## src/rtl/regfile_dump_reader.sv

```systemverilog
// Debug read-out engine: walks a register-file address range through one read
// port and streams (address, data) beats over a valid/ready handshake.
//
// state | meaning
// IDLE  | waiting for start; range checked here
// READ  | rd_addr settled, capture rd_data into the beat registers
// SEND  | beat presented, waiting for out_ready
// DONE  | one-cycle done pulse, start ignored
module regfile_dump_reader #(
  parameter int ADDR_W = 5,
  parameter int DATA_W = 32
) (
  input  logic              clk,
  input  logic              arst,
  input  logic              start,
  input  logic [ADDR_W-1:0] first_addr,
  input  logic [ADDR_W-1:0] last_addr,
  input  logic              abort,
  output logic [ADDR_W-1:0] rd_addr,
  input  logic [DATA_W-1:0] rd_data,
  output logic              out_valid,
  input  logic              out_ready,
  output logic [ADDR_W-1:0] out_addr,
  output logic [DATA_W-1:0] out_data,
  output logic              out_last,
  output logic              busy,
  output logic              done,
  output logic              err
);

  typedef enum logic [1:0] {IDLE, READ, SEND, DONE} state_t;

  state_t              state, state_next;
  logic [ADDR_W-1:0]   cur, cur_next;
  logic [ADDR_W-1:0]   last, last_next;
  logic [ADDR_W-1:0]   rd_addr_next, out_addr_next;
  logic [DATA_W-1:0]   out_data_next;
  logic                out_valid_next, out_last_next, err_next;

  always_ff @(posedge clk or negedge arst) begin
    if (!arst) begin
      state     <= IDLE;
      cur       <= '0;
      last      <= '0;
      rd_addr   <= '0;
      out_valid <= 1'b0;
      out_addr  <= '0;
      out_data  <= '0;
      out_last  <= 1'b0;
      busy      <= 1'b0;
      done      <= 1'b0;
      err       <= 1'b0;
    end else begin
      state     <= state_next;
      cur       <= cur_next;
      last      <= last_next;
      rd_addr   <= rd_addr_next;
      out_valid <= out_valid_next;
      out_addr  <= out_addr_next;
      out_data  <= out_data_next;
      out_last  <= out_last_next;
      busy      <= (state_next == READ) || (state_next == SEND);
      done      <= (state_next == DONE);
      err       <= err_next;
    end
  end

  always_comb begin
    state_next     = state;
    cur_next       = cur;
    last_next      = last;
    rd_addr_next   = rd_addr;
    out_valid_next = out_valid;
    out_addr_next  = out_addr;
    out_data_next  = out_data;
    out_last_next  = out_last;
    err_next       = 1'b0;

    // abort wins over start and over an accepting handshake in the same cycle
    if (abort) begin
      state_next     = IDLE;
      out_valid_next = 1'b0;
      out_last_next  = 1'b0;
    end else begin
      case (state)
        IDLE: begin
          if (start) begin
            if (first_addr <= last_addr) begin
              last_next    = last_addr;
              cur_next     = first_addr;
              rd_addr_next = first_addr;
              state_next   = READ;
            end else begin
              err_next = 1'b1;
            end
          end
        end
        READ: begin
          out_data_next  = rd_data;
          out_addr_next  = cur;
          out_last_next  = (cur == last);
          out_valid_next = 1'b1;
          state_next     = SEND;
        end
        SEND: begin
          if (out_valid && out_ready) begin
            out_valid_next = 1'b0;
            // terminal compare happens before the increment, so 0..max never wraps
            if (cur == last) begin
              state_next = DONE;
            end else begin
              cur_next     = cur + 1'b1;
              rd_addr_next = cur + 1'b1;
              state_next   = READ;
            end
          end
        end
        DONE: begin
          state_next = IDLE;
        end
        default: begin
          state_next = IDLE;
        end
      endcase
    end
  end

endmodule

```

## config.mk

```make
export PLATFORM = sky130hd
export DESIGN_NAME = regfile_dump_reader
export DESIGN_NICKNAME = d
export VERILOG_FILES = /design/src/rtl/regfile_dump_reader.sv
export SDC_FILE = /design/constraint.sdc
export NUM_CORES = 1
export LEC_CHECK = 0
export BUFFER_PORTS_ARGS = -buffer_cell sky130_fd_sc_hd__buf_2
export CORE_UTILIZATION = 48
export DETAILED_ROUTE_END_ITERATION = 16
export MAX_ROUTING_LAYER = met4
export PLACE_DENSITY = 0.79
export RECOVER_POWER = 25
export SLEW_MARGIN = 0
export SYNTH_ARGS = -nofsm -noshare
export SYNTH_HDL_FRONTEND = slang
export SYNTH_SLANG_ARGS = --single-unit
```

## constraint.sdc

```tcl
create_clock -name clk -period 2.4 [get_ports clk]
set_clock_uncertainty 0.1 [all_clocks]
set_input_delay 0 -clock clk [delete_from_list [all_inputs] [get_ports clk]]
set_output_delay 0 -clock clk [all_outputs]
set_load 0.01 [all_outputs]
```

==> metrics.md <==
| Metric | Value |
|---|---|
| CP Class | in2reg |
| Clk slew on worst S/H paths | 100 ps |
| Drt via density | 5.094 |
| RSZ-0062 raised after global routing | no |
| Worst slew pin tran | 1415 ps |
| Num ports | between 90 and 100 |
| Power, Total | 3.563 mW |
| Hold path depth | 3 |
| Min cycle time layout | 2159 ps |
| Max IR drop VDD | 0.7584 mV |
| Routability cong. | between 0.9 and 1 |
| Reg2reg end | busy$_DFF_PN0_ |
| Yosys reg bits | 54 |
| H-tree Lvls | 2 |
| Core area | 4504 sq um |
| Initial antenna violation count | 0 |
| Site row count | 24 |
| Hold Crit Start | rd_data[18] |
| Total Wirelength | 5499 um |
| Antenna Cells | 0 |
| Sequential share of the synthesized area | roughly three fifths |
| Critical Path Fanout Max | 5 |
| Post-Syn Instances | approximately 170 |
| Reg2reg setup slack | 300 ps |
| Final worst slack | 241.2 ps |
| HP Class | in2reg |
| Grt peak-use layer | met2 |
| CTS Sinks | 54 |
| DR pass1 iterations | 4 |
| FILL cells | 293 |
| Fin. max-slew vios | 0 |
| Pre-CTS WS | roughly 340 ps |
| Global-route wire length before repair | 9183 um |
| Worst Hold Path EP | out_data[18]$_DFFE_PN0P_ |
| Grt met1 use | between 30% and 40% |
| Resized cells post-CTS | 0 |
| Drt initial violations | 71 |
| Met3 Resource Use GR | 4.079% |
| Final setup viols | 0 |
| Vias in the first global route | approximately 1900 |
| Footprint of the multi-input gates | a little over 900 sq um |
| WP data required | 2490 ps |
| Cell area after synthesis | 2323 sq um |
| Final Hold Vio Count | 0 |
| Max Freq | 463.2 MHz |
| Reg area | 1351 sq um |
| Placed Instance Area | 2875 sq um |
| Crit path capture type | register |
| Final period util | between 80 and 90% |
| Final Core Density | roughly 77% |
| Vias | approximately 1900 |
| Post-DR wirelength/cell | 14.78 um |
| Input/output buffers | 93 |
| Die Width | 71.58 um |
| Reg-to-reg startpoint | state[0]$_DFF_PN0_ |
| CTS Root Cell | clkbuf_8 |
| Total GRT Usage | 23.79% |
| Clock Path Buffers | 2 |
| Finished Layout Cells | 372 |
| Outcome | finished, final reports clean |
| Area growth from synthesis to final layout | 48.36% |
| Syn_area_per_cell | between 10 and 15 sq um |
| # placed instances | 317 |
| Ys Warns | 0 |
| Gr ovfl total | 0 |
| Final hold slack | 348.5 ps |
| Slew margin rel. | 5.649% |
| Largest net degree at the start of global routing | 29 |
| Crit path DAT | 2250 ps |
| CTS tree | yes |
| Clock latency on the worst-skew pair | 300 ps |
| CP Launch Type | input pin |
| Layout cells sized above 1 | 43.13% |
| Final TNS setup | 0 ps |
| Die ar. | 5123 sq um |
| Die height | 71.58 um |
| Synth Net Count | 227 |
| Max-Cap Viols | 0 |
| R2R cell count | 5 |
| Initial core utilization | 51.58% |
| Leak pwr | between 1.5 and 2 nW |
| Routing usage on met2 | 38.84% |
| Nets | ~370 |
| Cell variety after synth | 31 |
| Number of remaining DRC errors | 0 |
| Fin area | 3447 sq um |
| CTS buffer count | 5 |
| Power Density | 1034 nW/um^2 |
| Post-DRT Antenna Nets | 0 |
| HPWL after DPL | 3520 um |
[area by class of cell]
cell class,count,share of cell area (%)
tap,52,1.887
inverter,6,0.6534
sequential,54,39.20
clock inverter,3,1.416
clock buffer,5,1.996
timing repair buffer,143,27.70
multi-input combinational,109,27.15
[layer usage]
| layer | wire, um | up-vias |
|---|---|---|
| li1 | - | 906 |
| met4 | 87 | 0 |
| met2 | 2769 | 76 |
| met5 | 0 | - |
| met1 | 2340 | 903 |
| met3 | 301 | 10 |
[worst max-delay path, stage by stage]
cell	delay (ps)
dlygate4sd3_1	530
buf_2	110
inv_1	40
ha_1	290
nand2b_1	70
a211oi_1	420
o22ai_1	180
nand2_1	230
mux2_2	370
[synthesized netlist by cell type]
master | n | share of area (%)
nor2_1 | 5 | 0.81
a21boi_1 | 1 | 0.32
o32ai_1 | 1 | 0.38
inv_1 | 6 | 0.97
a221oi_1 | 1 | 0.38
or2_1 | 1 | 0.27
a21o_1 | 1 | 0.32
a31oi_1 | 3 | 0.81
buf_2 | 3 | 0.65
nand2_1 | 9 | 1.5
clkbuf_1 | 1 | 0.16
nand3_1 | 6 | 1.3
dfrtp_1 | 54 | 58
or3_1 | 1 | 0.27
or3b_4 | 1 | 0.48
and2_4 | 1 | 0.38
nor2b_1 | 1 | 0.27
mux2i_1 | 1 | 0.43
ha_1 | 7 | 3.8
a2bb2oi_2 | 1 | 0.65
o21ai_0 | 1 | 0.22
nor3_1 | 2 | 0.43
a21oi_1 | 7 | 1.5
xnor2_1 | 5 | 1.9
a211oi_1 | 1 | 0.32
a2bb2oi_1 | 1 | 0.38
o22ai_1 | 3 | 0.81
mux2_2 | 42 | 20
nand2b_1 | 4 | 1.1
o211ai_2 | 1 | 0.54
nor2_2 | 1 | 0.27
[where the power goes]
part	leakage, nW	switching, mW	internal (mW)
Clock	0.0563	0.301	0.318
Sequential	0.649	0.266	1.31
Combinational	0.909	0.638	0.728
[timing repair]
item	4_1_cts	5_1_grt
buffers inserted	0	0
hold buffers	47	0
hold endpoints to repair	73	0
[kinds of logic after synthesis]
family | after synthesis | share of synthesized area (%)
flip-flops | 54 | 58.16
multiplexers | 43 | 20.79
AND/OR/NAND/NOR | 32 | 7.001
AO/OA/AOI/OAI | 22 | 6.624
buffers and inverters | 10 | 1.777
adder cells (fa/ha/maj) | 7 | 3.769
XOR/XNOR | 5 | 1.885
[how the worst max path moves through the flow]
stage                             startpoint             endpoint  slack, ps  depth (start not counted)
after floorplan           state[0]$_DFF_PN0_       busy$_DFF_PN0_        450                          5
after CTS                      first_addr[4]       busy$_DFF_PN0_        300                          8
final                           last_addr[1]  last[4]$_DFFE_PN0P_        240                          9
after detailed placement  state[0]$_DFF_PN0_       busy$_DFF_PN0_        340                          5
after global placement    state[0]$_DFF_PN0_       busy$_DFF_PN0_        390                          5
after global routing            last_addr[1]  last[2]$_DFFE_PN0P_        130                          9
[state kept, by name (all words and copies together) (netlist names), 2 cells and up]
signal,cells
last,5
out_data,32
out_addr,5
state,2
cur,5
[cells in the final DEF, fill, tap and decap left out, types with 3 or more instances in the layout]
cell,count
a21oi_1,7
ha_1,7
xnor2_1,5
nand2_1,9
dlygate4sd3_1,47
nand2b_1,4
mux2_2,42
clkbuf_8,5
dfrtp_1,54
nand3_1,6
clkbuf_1,13
o22ai_1,3
a31oi_1,3
nor2_1,5
inv_1,6
buf_2,80
Power figures use the tool's default switching activity.
